<file path="config.mk">
export PLATFORM = sky130hd
export DESIGN_NAME = y_compare_misr
export DESIGN_NICKNAME = d
export VERILOG_FILES = /design/src/rtl/y_compare_misr.sv
export SDC_FILE = /design/constraint.sdc
export NUM_CORES = 1
export LEC_CHECK = 0
export ABC_AREA = 1
export BUFFER_PORTS_ARGS = -buffer_cell sky130_fd_sc_hd__buf_2
export CORE_MARGIN = 2
export CORE_UTILIZATION = 54
export DETAILED_ROUTE_END_ITERATION = 10
export GPL_TIMING_DRIVEN = 0
export PLACE_DENSITY_LB_ADDON = 0.12
export SETUP_SLACK_MARGIN = 0.2
export SYNTH_ARGS = -nofsm -noshare
export SYNTH_HDL_FRONTEND = slang
export SYNTH_SLANG_ARGS = --single-unit
export TNS_END_PERCENT = 5
</file>
<file path="constraint.sdc">
create_clock -name clk -period 2.6 [get_ports clk]
set_input_delay 0.52 -clock clk [delete_from_list [all_inputs] [get_ports clk]]
set_output_delay 0.52 -clock clk [all_outputs]
set_load 0.02 [all_outputs]
</file>
<file path="src/rtl/y_compare_misr.sv">
// Compares a reference and a synthesized output stream sample by sample.
// It counts mismatches, captures the first one, and compresses each stream into a 32-bit MISR signature.

module y_compare_misr_lane #(
    parameter int          WIDTH = 82,
    parameter logic [31:0] POLY  = 32'h04C11DB7,
    parameter logic [31:0] SEED  = 32'hFFFFFFFF
) (
    input  logic             clk,
    input  logic             rst_n,
    input  logic             load,
    input  logic             en,
    input  logic [WIDTH-1:0] y,
    output logic [31:0]      sig,
    output logic [31:0]      sig_nxt
);
    localparam int CH = (WIDTH + 31) / 32;

    logic [CH*32-1:0] pad;
    logic [31:0]      fold;

    // XOR of all 32-bit chunks; the top chunk is zero-padded.
    always_comb begin
        pad = '0;
        pad[WIDTH-1:0] = y;
        fold = '0;
        for (int i = 0; i < CH; i++)
            fold = fold ^ pad[i*32 +: 32];
    end

    always_comb begin
        sig_nxt = sig;
        if (load)
            sig_nxt = SEED;
        else if (en)
            sig_nxt = {sig[30:0], 1'b0} ^ (sig[31] ? POLY : 32'h0) ^ fold;
    end

    always_ff @(posedge clk or negedge rst_n) begin
        if (!rst_n) sig <= SEED;
        else        sig <= sig_nxt;
    end
endmodule

module y_compare_misr #(
    parameter int          WIDTH   = 82,
    parameter int          NUM_VEC = 22,
    parameter logic [31:0] POLY    = 32'h04C11DB7,
    parameter logic [31:0] SEED    = 32'hFFFFFFFF
) (
    input  logic             clk,
    input  logic             rst_n,
    input  logic             start,
    input  logic             sample_valid,
    input  logic [WIDTH-1:0] y_ref,
    input  logic [WIDTH-1:0] y_dut,
    output logic             busy,
    output logic             done,
    output logic             pass,
    output logic [15:0]      sample_count,
    output logic [15:0]      mismatch_count,
    output logic [15:0]      first_idx,
    output logic [WIDTH-1:0] first_xor,
    output logic [31:0]      sig_ref,
    output logic [31:0]      sig_dut
);
    typedef enum logic [1:0] {IDLE, RUN, DONE} state_t;

    localparam logic [15:0] LAST = 16'(NUM_VEC - 1);

    state_t                   state, state_n;
    logic                     load, acc, neq;
    logic [15:0]              mm_n;
    logic [1:0][WIDTH-1:0]    y_pair;
    logic [1:0][31:0]         sig_q, sig_n;

    assign neq    = (y_ref != y_dut);
    assign y_pair = {y_dut, y_ref};

    // Lane 0 is the reference stream, lane 1 the synthesized one.
    for (genvar l = 0; l < 2; l++) begin : g_lane
        y_compare_misr_lane #(.WIDTH(WIDTH), .POLY(POLY), .SEED(SEED)) u_lane (
            .clk     (clk),
            .rst_n   (rst_n),
            .load    (load),
            .en      (acc),
            .y       (y_pair[l]),
            .sig     (sig_q[l]),
            .sig_nxt (sig_n[l])
        );
    end

    assign sig_ref = sig_q[0];
    assign sig_dut = sig_q[1];

    always_ff @(posedge clk or negedge rst_n) begin
        if (!rst_n) state <= IDLE;
        else        state <= state_n;
    end

    always_comb begin
        state_n = state;
        load    = 1'b0;
        acc     = 1'b0;
        mm_n    = mismatch_count;
        case (state)
            IDLE, DONE: begin
                // A start wins over a coincident sample, which is dropped.
                if (start) begin
                    state_n = RUN;
                    load    = 1'b1;
                end
            end
            RUN: begin
                if (sample_valid) begin
                    acc = 1'b1;
                    if (sample_count == LAST) state_n = DONE;
                end
            end
            default: state_n = IDLE;
        endcase
        if (load)
            mm_n = '0;
        else if (acc && neq && mismatch_count != 16'hFFFF)
            mm_n = mismatch_count + 16'd1;
    end

    always_ff @(posedge clk or negedge rst_n) begin
        if (!rst_n) begin
            busy           <= 1'b0;
            done           <= 1'b0;
            pass           <= 1'b0;
            sample_count   <= '0;
            mismatch_count <= '0;
            first_idx      <= '0;
            first_xor      <= '0;
        end else begin
            busy           <= (state_n == RUN);
            done           <= (state_n == DONE);
            pass           <= (state_n == DONE) && (mm_n == 16'd0) && (sig_n[0] == sig_n[1]);
            mismatch_count <= mm_n;
            if (load) begin
                sample_count <= '0;
                first_idx    <= '0;
                first_xor    <= '0;
            end else if (acc) begin
                sample_count <= sample_count + 16'd1;
                if (neq && mismatch_count == 16'd0) begin
                    first_idx <= sample_count;
                    first_xor <= y_ref ^ y_dut;
                end
            end
        end
    end
endmodule
</file>
==> flow_summary.toml <==
[floorplanning]
die_y_um = 161
dieArea_sq_mm = 0.0258
fp.dieW_um = 161
core_area_sq_mm = 0.0242
start_util_pct = 54.7
rows = 57
pin_count = 365

[pwr]
clockPowerShare_pct = 16.3
power_frac_seq_pct = 32.1
power_switching_mw = 8.34
p_leak_nw = 9.79
p_int_mw = 8.88
switching_share_pct = 48.4
ir_drop_mv = 0.461
power_frac_comb_pct = 51.6
power_density_mw_per_mm2 = 1010

[flow_run]
maxCapViolations = 0

[timing]
hold_viol_final = 0
layout_min_cycle_time_ns = 2.51
slew_viol_final = 0
fin_crit_sh_pct = 96.6
setup_viol = 0
max_freq_ghz = 0.398
fin_skew_ns = 0.0158
worst_pin_slew_ns = 0.766
slew_headroom_pct = 48.9
grt_setup_unrepaired = "yes"

[grt]
overflow = 0
grt_max_degree = 119
grt_use_total_pct = 38.6
grt_pass1_vias = 13700
grt_pass1_wl_mm = 76.3
antenna_found_initial = 3

[critical_path]
crit_top_cell = "nand2_2"
crit_type = "flip-flop to flip-flop"
cp_top_family = "simple AND/OR/NAND/NOR gates"
endpoint_kind = "flip-flop"
cpMaxStageDelayCell = "dfstp_2"
cp_max_fo = 5
path_cells = "buf_8 -> clkinvlp_4 -> buf_6 -> nand2_4 -> nand2_2 -> nand2_2 -> nand3_2 -> nand2_2 -> inv_2 -> nand2_2 -> nand2_2 -> nor2_4 -> nand2_2 -> nor2_4 -> nand2_2 -> nor2_4 -> nand3_4 -> nor2_4 -> nand3_2 -> nor2_2"
slowest_delay_ns = 0.55
cp.arrival_ns = 2.90
required_ns = 2.99
path_buf_inv = 4
worstSetupStartpointType = "flip-flop"

[detailed_routing]
wl_mm = 51.5
drtPass1Iterations = 8
ant_nets = 0
drtIter0Drc = 1795
drc = 0
via_per_inst = 5.56
post_drt_wl_per_cell_um = 19.0
vias = 15100

[synthesis]
synth-simple-area-share_pct = 36.2
syn_nets = 2126
ys_ff_latch = 199
yosys-mux-area-fraction_pct = 0
seq_area_frac_synth_pct = 38.1
synthCells = 1954
avgSynthCellArea_sq_um = 6.79
ys_warn_count = 0
synth.distinct_cells = 33
synth_top_family_by_area = "simple AND/OR/NAND/NOR gates"
synth_compound_area_share_pct = 9.54
synthesis.area_sq_mm = 0.0133
synth_xor_area_share_pct = 5.48
synth-adder-area-share_pct = 0.377

[clock_tree]
cts_inserted_buffers = 17
root_buffer = "clkbuf_16"
htreeDepth = 4
cts.clk_slew.worst_paths_ns = 0.09
cts.sinks = 199
cts_buffer_depth = 2
cts_hold_buf = 0
clock_latency_ns = 0.45
cts_tree = "done"

[cells_and_area]
area_delta_synth_final_pct = 28.0
finalInstanceArea_sq_mm = 0.0170
drive_above_1_share_pct = 27.7
fill_cells = 2070
final_nets = 2536
utilization_pct = 70.1

[run_status]
status = "finished clean"

[placed_design]
dp_hpwl_mm = 39.6
gp_congestion = 0.941
port_buffers = 364
place_area_sq_mm = 0.0155

[hold_path]
worst_hold_path_type = "primary input to async pin"
==> routing by layer <==
metal	wire length (um)	vias up	global-route usage (%)
li1	-	7017	-
met3	4920	149	5.63
met4	2890	0	17.8
met2	24000	817	65.2
met5	0	-	0
met1	19700	7083	49.2
==> logic make-up (layout without fill, tap and decap cells) <==
group,count (synthesis),count (layout)
simple gates,1141,1142
buf+inv,334,756
flops,199,199
compound gates,193,193
xor+xnor,83,83
fa+ha+maj,4,4
other cells,0,7
==> cells in the mapped netlist <==
master	instances	area (sq um)
nor3_4	3	48.8
or2_2	5	31.3
o21ai_0	36	180
dfstp_2	64	1680
nand4_1	23	144
nor2_2	5	31.3
o21a_1	2	15.0
buf_4	14	105
nand2_2	2	12.5
buf_2	28	140
nand3_1	179	896
xor2_1	35	307
xnor2_1	48	420
inv_2	12	45.0
nand2_1	771	2890
nand3b_1	20	150
a32o_1	59	591
nor2_1	113	424
nor2_4	2	22.5
ha_1	4	50.1
nand4_2	1	12.5
buf_1	1	3.75
nand3_2	2	20.0
o21ai_1	18	90.1
clkbuf_1	13	48.8
inv_1	263	987
a21oi_1	78	390
buf_6	3	33.8
nor4_1	2	12.5
dfrtp_1	135	3380
nor3_1	8	40.0
nand3_4	2	35.0
nor3_2	3	30.0
==> layout make-up <==
type / count / area (sq um) / share of cell area [%]
Clock inverter: 14 / 185 / 1.09
Sequential cell: 199 / 5060 / 29.8
Timing Repair Buffer: 390 / 2100 / 12.4
Inverter: 275 / 1040 / 6.14
Tap cell: 324 / 405 / 2.39
Multi-Input combinational cell: 1422 / 7300 / 43.0
Antenna cell: 7 / 17.5 / 0.103
Clock buffer: 18 / 429 / 2.53
Buffer: 59 / 442 / 2.60
==> power groups by stage <==
| stage | Combinational, mW | Sequential, mW | Clock (mW) |
|---|---|---|---|
| floorplan | 4.09 | 6.42 | 0 |
| global placement | 7.71 | 5.47 | 0 |
| detailed placement | 7.91 | 5.50 | 0 |
| CTS | 8.14 | 5.46 | 2.81 |
| global route | 9.65 | 5.62 | 2.95 |
| finish | 8.89 | 5.52 | 2.80 |
==> layout by cell type, fill, tap and decap left out, types with 19 or more instances in the layout <==
master / synthesis / layout
a21oi_1: 78 / 75
a32o_1: 59 / 59
buf_2: 28 / 378
buf_4: 14 / 34
dfrtp_1: 135 / 135
dfstp_2: 64 / 64
inv_1: 263 / 261
nand2_1: 771 / 736
nand2_2: 2 / 34
nand3_1: 179 / 161
nand3_2: 2 / 19
nand3b_1: 20 / 20
nand4_1: 23 / 23
nor2_1: 113 / 94
o21ai_0: 36 / 36
xnor2_1: 48 / 39
xor2_1: 35 / 35
==> sequential cells by signal, summed over array words and instances (netlist names) <==
signal             flops
mismatch_count        16
state                  2
busy                   1
done                   1
first_idx             16
first_xor             82
pass                   1
g_lane.u_lane.sig     64
sample_count          16
==> what timing repair did <==
item                       4_1_cts  5_1_grt
cloned                           0        1
pin swaps                        7       42
buffers inserted                11       14
resized for setup               35      115
setup endpoints to repair      108      110
==> worst paths after layout <==
kind	from	end	slack (ns)	cells after the start
setup / recovery	g_lane[1].u_lane.sig[31]	pass	0.09	20
hold / removal	rst_n	first_xor[8]	0.02	1
setup reg to reg	g_lane[1].u_lane.sig[31]	pass	0.09	20
hold reg to reg	first_idx[11]	first_idx[11]	0.49	2
max in group asynchronous	rst_n	first_xor[19]	1.48	2
min in group clk	y_dut[51]	g_lane[1].u_lane.sig[19]	0.40	4
==> stage by stage <==
stage | TNS [ns] | cells | total power, mW | hold slack, ns | setup slack, ns
2_1_floorplan | 0 | 1954 | 10.5 | 0.224 | 0.509
4_1_cts | 0 | 2686 | 16.4 | 0.0734 | 0.0185
5_1_grt | -0.0498 | 2703 | 18.2 | 0.105 | -0.0498
6_report | 0 | 2708 | 17.2 | 0.0213 | 0.0893
3_5_place_dp | -46.10 | 2643 | 13.4 | 0.469 | -0.514
3_3_place_gp | -420.29 | 2642 | 13.2 | 0.460 | -2.33
No activity file was read; power rests on OpenSTA's default activity.
